[src/rtl/dds_sweep_ctrl.sv]
// ---------------------------------------------------------------------------
// dds_sweep_ctrl
//   Control stage in front of the DDS test generator. It runs a linear
//   frequency sweep (chirp). Every DIV clocks it emits one accumulator-enable
//   strobe. Between strobes it steps the phase increment by a programmable
//   amount. Single-shot and looped sweeps are supported, and a sweep can be
//   aborted with ic_stop.
//
// Ports
//   clk           clock
//   ic_rst_n      asynchronous reset, active low
//   ic_start      start a sweep (sampled only while idle)
//   ic_stop       abort; overrides everything except reset
//   ic_loop       1 = restart the sweep at its end, 0 = single shot
//   id_p_start    first phase increment, U[M,0]
//   id_p_step     increment added per sample, modulo 2^M
//   id_n_samples  samples per sweep (0 = start is ignored)
//   od_p_ac       phase increment to the DDS
//   oc_en_ac      DDS accumulator enable strobe
//   oc_val_data   data-valid to the DDS, same register as oc_en_ac
//   oc_busy       high while a sweep is running
//   oc_done       one-cycle pulse at the end of a single-shot sweep
// ---------------------------------------------------------------------------
module dds_sweep_ctrl #(
    parameter int M   = 24,
    parameter int DIV = 8,
    parameter int NW  = 16
) (
    input  logic          clk,
    input  logic          ic_rst_n,
    input  logic          ic_start,
    input  logic          ic_stop,
    input  logic          ic_loop,
    input  logic [M-1:0]  id_p_start,
    input  logic [M-1:0]  id_p_step,
    input  logic [NW-1:0] id_n_samples,
    output logic [M-1:0]  od_p_ac,
    output logic          oc_en_ac,
    output logic          oc_val_data,
    output logic          oc_busy,
    output logic          oc_done
);

    localparam int DW = (DIV > 1) ? $clog2(DIV) : 1;
    localparam logic [DW-1:0] DIV_LAST = DW'(DIV - 1);

    typedef enum logic [0:0] {
        ST_IDLE = 1'b0,
        ST_RUN  = 1'b1
    } state_t;

    state_t         state_r;
    logic [DW-1:0]  div_cnt_r;
    logic [NW-1:0]  smp_cnt_r;
    logic [M-1:0]   p_start_r;
    logic [M-1:0]   p_step_r;
    logic [NW-1:0]  n_r;
    logic           loop_r;
    logic [M-1:0]   p_ac_r;
    logic           en_r;
    logic           busy_r;
    logic           done_r;

    logic           div_wrap_s;
    logic [DW-1:0]  div_nxt_s;
    logic           last_smp_s;
    logic           start_ok_s;

    // Divider wrap detection, next divider value and sweep-position flags.
    always_comb begin
        div_wrap_s = (div_cnt_r == DIV_LAST);
        if (div_wrap_s) begin
            div_nxt_s = {DW{1'b0}};
        end else begin
            div_nxt_s = div_cnt_r + DW'(1);
        end
        last_smp_s = (smp_cnt_r == (n_r - NW'(1)));
        start_ok_s = ic_start && !ic_stop && (id_n_samples != {NW{1'b0}});
    end

    // Sweep FSM with counters, latched configuration and registered outputs.
    always_ff @(posedge clk or negedge ic_rst_n) begin
        if (!ic_rst_n) begin
            state_r   <= ST_IDLE;
            div_cnt_r <= {DW{1'b0}};
            smp_cnt_r <= {NW{1'b0}};
            p_start_r <= {M{1'b0}};
            p_step_r  <= {M{1'b0}};
            n_r       <= {NW{1'b0}};
            loop_r    <= 1'b0;
            p_ac_r    <= {M{1'b0}};
            en_r      <= 1'b0;
            busy_r    <= 1'b0;
            done_r    <= 1'b0;
        end else begin
            case (state_r)
                ST_IDLE: begin
                    done_r <= 1'b0;
                    if (start_ok_s) begin
                        // Configuration is frozen for the whole sweep.
                        state_r   <= ST_RUN;
                        p_start_r <= id_p_start;
                        p_step_r  <= id_p_step;
                        n_r       <= id_n_samples;
                        loop_r    <= ic_loop;
                        div_cnt_r <= {DW{1'b0}};
                        smp_cnt_r <= {NW{1'b0}};
                        p_ac_r    <= id_p_start;
                        en_r      <= 1'b1;
                        busy_r    <= 1'b1;
                    end else begin
                        en_r   <= 1'b0;
                        busy_r <= 1'b0;
                    end
                end
                ST_RUN: begin
                    if (ic_stop) begin
                        state_r <= ST_IDLE;
                        en_r    <= 1'b0;
                        busy_r  <= 1'b0;
                        done_r  <= 1'b0;
                    end else if (!loop_r && (div_cnt_r == {DW{1'b0}}) && last_smp_s) begin
                        // This edge ends the strobe of the last sample.
                        // Checked before the wrap so DIV=1 terminates too.
                        state_r <= ST_IDLE;
                        en_r    <= 1'b0;
                        busy_r  <= 1'b0;
                        done_r  <= 1'b1;
                    end else begin
                        div_cnt_r <= div_nxt_s;
                        en_r      <= div_wrap_s;
                        done_r    <= 1'b0;
                        if (div_wrap_s) begin
                            // Next strobe: advance the sample, or wrap a looped sweep.
                            if (last_smp_s) begin
                                smp_cnt_r <= {NW{1'b0}};
                                p_ac_r    <= p_start_r;
                            end else begin
                                smp_cnt_r <= smp_cnt_r + NW'(1);
                                p_ac_r    <= p_ac_r + p_step_r;
                            end
                        end else begin
                            smp_cnt_r <= smp_cnt_r;
                            p_ac_r    <= p_ac_r;
                        end
                    end
                end
                default: begin
                    state_r <= ST_IDLE;
                    en_r    <= 1'b0;
                    busy_r  <= 1'b0;
                    done_r  <= 1'b0;
                end
            endcase
        end
    end

    assign od_p_ac     = p_ac_r;
    assign oc_en_ac    = en_r;
    assign oc_val_data = en_r;
    assign oc_busy     = busy_r;
    assign oc_done     = done_r;

endmodule

[config.mk]
export PLATFORM = sky130hd
export DESIGN_NAME = dds_sweep_ctrl
export DESIGN_NICKNAME = d
export VERILOG_FILES = /design/src/rtl/dds_sweep_ctrl.sv
export SDC_FILE = /design/constraint.sdc
export NUM_CORES = 1
export LEC_CHECK = 0
export CAP_MARGIN = 0
export CORE_MARGIN = 4
export CORE_UTILIZATION = 50
export DETAILED_ROUTE_END_ITERATION = 6
export PLACE_DENSITY = 0.77
export RECOVER_POWER = 50
export SLEW_MARGIN = 20
export SYNTH_ARGS = -nofsm -noshare
export SYNTH_HDL_FRONTEND = slang
export SYNTH_SLANG_ARGS = --single-unit
[constraint.sdc]
create_clock -name clk -period 3.05 [get_ports clk]
set_input_delay 0.61 -clock clk [delete_from_list [all_inputs] [get_ports clk]]
set_output_delay 0.61 -clock clk [all_outputs]
set_load 0.02 [all_outputs]
# [Yosys cells after proc, flatten, opt, wreduce, memory -nomap -nowiden]
# Cells that the tools add are included.
[word_totals] regBits=112 inputBits=69 out_inout_bits=28
[op_classes] n_addsub=4 n_eq_ne=7 muxes=30 n_bitwise=1 reduce_logical=11
[ops] cell="2-to-1 mux 24 bit" count=5
[ops] cell="2-to-1 mux 16 bit" count=5
[ops] cell="case mux 24 bit (2 select lines)" count=1
[ops] cell="case mux 16 bit (2 select lines)" count=1
[ops] cell="adder 24 bit" count=1
[ops] cell="adder 16 x 1 -> 16 bit, second input constant" count=1
[ops] cell="== test 16 bit" count=1
[ops] cell="nonzero test 16 bit" count=1
[ops] cell="subtractor 16 x 1 -> 16 bit, second input constant" count=1
[ops] cell="2-to-1 mux 3 bit" count=4
[ops] cell="2-to-1 mux 1 bit" count=9
[ops] cell="case mux 1 bit (2 select lines)" count=4
[ops] cell="!= test 2 bit, second input constant" count=3
[ops] cell="case mux 3 bit (2 select lines)" count=1
[ops] cell="logical AND 1 bit" count=4
[ops] cell="AND reduction 4 bit" count=1
[ops] cell="adder 3 x 1 -> 3 bit, second input constant" count=1
[ops] cell="== test 3 bit, second input constant" count=1
[ops] cell="logical NOT 3 bit" count=1
[ops] cell="!= test 3 x 2 -> 1 bit, second input constant" count=1
[ops] cell="AND reduction 3 bit" count=1
[ops] cell="logical NOT 1 bit" count=2
[ops] cell="!= test 2 x 1 -> 1 bit, second input constant" count=1
[ops] cell="AND reduction 2 bit" count=1
[ops] cell="NOT 1 bit" count=1

# [Logic depth before layout (Yosys ltp)]
[depth] word_depth=7 ltp_mapped=13 depth_no_buf=12

# [Worst setup path before layout]
# Ideal clock, no wire load.
[synth_timing] kind="reg2reg" from="register n_r[0]" to="register p_ac_r[11] (netlist: od_p_ac[11])" arrival_ns=2.763 required_ns=2.986 slack_ns=0.223 stages_incl_launch_ff=14 path_cell_list="dfrtp_1 -> inv_1 -> ha_1 -> or4b_4 -> o21ai_0 -> o311ai_0 -> o21ai_0 -> nand4_1 -> or3b_4 -> buf_6 -> buf_8 -> mux2i_1 -> a211oi_1 -> a21o_1"
[synth_between] elab_chain_len=7 word_cells_on_any_way=10
[synth_rtl] element="start: declaration" line="57" rtl="logic [NW-1:0] n_r;"
[synth_rtl] element="start signal: assignment" line="89" rtl="n_r <= {NW{1'b0}};"
[synth_rtl] element="start signal: assignment" line="104" rtl="n_r <= id_n_samples;"
[synth_rtl] element="subtractor 16 x 1 -> 16 bit *" line="77" rtl="last_smp_s = (smp_cnt_r == (n_r - NW'(1)));"
[synth_rtl] element="== test 16 bit *" line="77"
[synth_rtl] element="2-to-1 mux 24 bit" line="135" rtl="if (last_smp_s) begin"
[synth_rtl] element="2-to-1 mux 24 bit" line="133" rtl="if (div_wrap_s) begin"
[synth_rtl] element="2-to-1 mux 24 bit" line="122" rtl="end else if (!loop_r && (div_cnt_r == {DW{1'b0}}) && last_smp_s) begin"
[synth_rtl] element="2-to-1 mux 24 bit" line="117" rtl="if (ic_stop) begin"
[synth_rtl] element="case mux 24 bit (2 select lines)" line="96" rtl="case (state_r)"
[synth_rtl] element="end signal: assignment" line="137" rtl="p_ac_r <= p_start_r;"
[synth_rtl] element="end signal: assignment" line="140" rtl="p_ac_r <= p_ac_r + p_step_r;"
[synth_rtl] element="end signal: assignment" line="144" rtl="p_ac_r <= p_ac_r;"
[synth_rtl] element="end: declaration" line="59" rtl="logic [M-1:0] p_ac_r;"
# Every way passes the cells marked *; elsewhere a longest branch is shown, timed or not. The select of a mux whose other input is x is not followed.
# A chain may end at the register's enable or synchronous reset.

# [Worst setup path after layout]
[layout_timing] from="register n_r[1]" to="register p_ac_r[9] (netlist: od_p_ac[9])"
# Same word-level chain as after synthesis.

==> results by group <==
Timing
  • Final-report max-slew violation count: 35
  • Period utilization: 98.4%
  • Unrepaired setup endpoints after global routing: yes
  • Setup TNS: 0 ns
  • Slew HR: -32.4%
  • Final setup viols: 0
  • Max Fclk: 0.333 GHz
  • Worst Hold Slack: 0.482 ns
  • Worst-Margin Slew: 1.99 ns
  • Layout Skew: 0.0105 ns
  • Final Hold Violating Endpoints: 0
  • Tmin final: 3.00 ns

Final layout
  • Ant. Diodes: 0
  • Final net count: 990
  • P&R area growth vs syn: 26.8%
  • Final core occ: 64.7%
  • Share of layout cells above drive strength 1: 10.0%
  • Non-filler instance count after layout: 1073

Synthesis
  • Most frequent cell after synthesis: nand2_1
  • Ys Warns: 0
  • Seq cells post-synth: 112
  • Synthesized area: 0.00676 mm^2
  • Mapped Cells: 780
  • Post-synthesis cell type count: 64
  • Synth top area share: 41.5%
  • Post-synth EDFFs: 0
  • Predominant post-synthesis flop cell: dfrtp_1
  • Largest area contributor in the netlist: dfrtp_1
  • Syn avg cell area: 8.66 um^2
  • Synth cell count leaders: 202 x nand2_1, 112 x dfrtp_1, 40 x nor2_1
  • Top cells by area, synth: dfrtp_1 41%, nand2_1 11%, ha_1 5.2%, mux2i_1 3.4%, xnor2_1 3.2%
  • Seq/Total Area, Yosys: 41.5%
  • Synth Net Count: 878
  • Asr flop ratio synth: 100%

Floorplan
  • Initial core utilization: 51.0%
  • Die Y: 124 um
  • Core area: 0.0132 mm^2
  • Die footprint: 0.0154 mm^2
  • Num rows: 42
  • IO Count: 97
  • Die W: 124 um

Job
  • Max Cap Viol: 1

Critical path
  • Critical Path Start Type: flop
  • Arrival time at the worst endpoint: 3.26 ns
  • Crit end category: flop
  • Req. time, crit path: 3.30 ns
  • Largest fanout on the critical path: 8
  • Crit Path Category: flop to flop
  • FF-to-FF path depth: 13

Detailed routing
  • DRT Wirelength: 17800 um
  • Vias: 6062
  • Starting DRT DRC Count: 507
  • DR vias/cell: 5.65
  • Post-route ant nets: 0
  • First-pass detailed-route iteration total: 5
  • Residual DRC: 0
  • DR WL/cell: 16.6 um

GRT
  • Initial antenna violation count: 0
  • GRT Util Overall: 22.2%
  • First-pass GRT wire length: 28500 um
  • Pin count of the biggest net entering global routing: 65
  • Grt total ovfl: 0
  • Vias in the first global route: 5952

Placement
  • IO buf count: 96
  • Detailed Place HPWL: 12300 um
  • Gpl congestion: 0.839
  • Placed Cells: 1045

Power
  • Peak VDD IR: 0.503 mV
  • Pleak: 4.16 nW
  • Total power: 0.00570 W
  • Pwr dens: 665 mW/mm^2

Clock tree
  • CTS clk-pin slew, worst paths: 0.07 ns
  • CTS Root Cell: clkbuf_16
  • Clk_lat worst skew: 0.36 ns
  • Total CTS buffers: 9
  • CTS tree: done
  • Sink Count: 112
  • Number of H-tree levels: 3
  • Hold_buf cts: 0
  • Maximum clock insertion buffer count: 2

Hold path
  • Hold path cells: 2
  • Min-Delay Path Class: flop to flop

Run status
  • Failing checks: max-capacitance violations, max-slew violations
  • Outcome: finished with violations
==> per-stage QoR <==
| step | setup WS (ns) | area [um^2] |
|---|---|---|
| finish | 0.0485 | 8570 |
| global route | -0.0400 | 8570 |
| CTS | 0.000138 | 8340 |
| detailed placement | -0.0290 | 8010 |
| global placement | 0.0221 | 8010 |
| floorplan | 0.223 | 6760 |
==> layer usage <==
layer	part of all wire (%)	global-route usage, %	vias up
met5	0	0	-
met4	2.1	6.00	0
met3	5.3	4.60	31
met2	49	37.7	184
met1	44	28.8	2923
li1	-	-	2924
==> sequential cells by signal, indices dropped and copies added, names as in the netlist <==
register / count
div_cnt_r: 3
oc_done: 1
state_r: 1
p_step_r: 24
loop_r: 1
oc_busy: 1
oc_en_ac: 1
od_p_ac: 24
n_r: 16
p_start_r: 24
smp_cnt_r: 16
==> repair_timing <==
item,CTS,global route
gates resized for setup,3,21
setup buffers,1,7
cloned,0,4
setup endpoints to repair,17,44
pin swaps,1,6
==> placed cells by master, fill, tap and decap left out, drive strengths merged, types with 9 or more instances in the layout <==
master / n
ha: 28
clkbuf: 18
xor2: 17
nand4: 9
or3: 10
nor3: 11
and3: 10
o21ai: 41
inv: 29
nand3: 19
a21o: 29
mux2i: 23
nand2: 203
a21oi: 32
clkdlybuf4s50: 89
xnor2: 25
buf: 37
dfrtp: 112
a211oi: 20
nor2: 40
==> kinds of logic (layout without fill, tap and decap cells) <==
logic type                 Yosys count  count (layout)  share of synthesized area, %
DFF                                112             112                          41.5
and+or+nand+nor                    341             341                          23.0
xor gates and xnor gates            42              42                          5.44
muxes                               24              24                          3.57
AOI/OAI and AO/OA                  167             167                          16.5
adders and majority gates           29              29                          5.48
buffers and inverters               65             182                          4.54
==> where the power goes <==
part / internal (W) / switching [W]
clock: 0.000670 / 0.000578
sequential: 0.00176 / 0.000255
combinational: 0.00115 / 0.00129
==> worst max-delay path: stages, from the launching register on <==
cell       delay [ns]
dfrtp_1          0.42
inv_2            0.09
ha_4             0.14
nor4b_2          0.44
nand4_1          0.18
xnor2_1          0.18
nand3_1          0.09
o311a_1          0.14
or3b_4           0.46
o22ai_4          0.16
buf_12           0.18
clkbuf_16        0.17
a211oi_2         0.04
a21o_1           0.18
==> final cells by class <==
cell class | instances | area (um^2)
clock buffers | 11 | 243
clock inverters | 5 | 63.8
fillers | 1126 | 4680
inverters | 27 | 101
multi-input cells | 603 | 3730
flip-flops and latches | 112 | 2800
well taps | 176 | 220
repair buffers | 139 | 1400
==> worst paths after layout <==
| path | from | end | slack, ns |
|---|---|---|---|
| hold / removal | p_start_r[5]$_DFFE_PN0P_ | p_start_r[5]$_DFFE_PN0P_ | 0.48 |
| max in group asynchronous | ic_rst_n | state_r$_DFF_PN0_ | 0.55 |
| setup reg to reg | n_r[1]$_DFFE_PN0P_ | od_p_ac[9]$_DFFE_PN0P_ | 0.05 |
| setup / recovery | n_r[1]$_DFFE_PN0P_ | od_p_ac[9]$_DFFE_PN0P_ | 0.05 |
| min in group asynchronous | ic_rst_n | n_r[2]$_DFFE_PN0P_ | 0.79 |
| hold reg to reg | p_start_r[5]$_DFFE_PN0P_ | p_start_r[5]$_DFFE_PN0P_ | 0.48 |
Note: power is estimated with default switching activity, not from simulation.
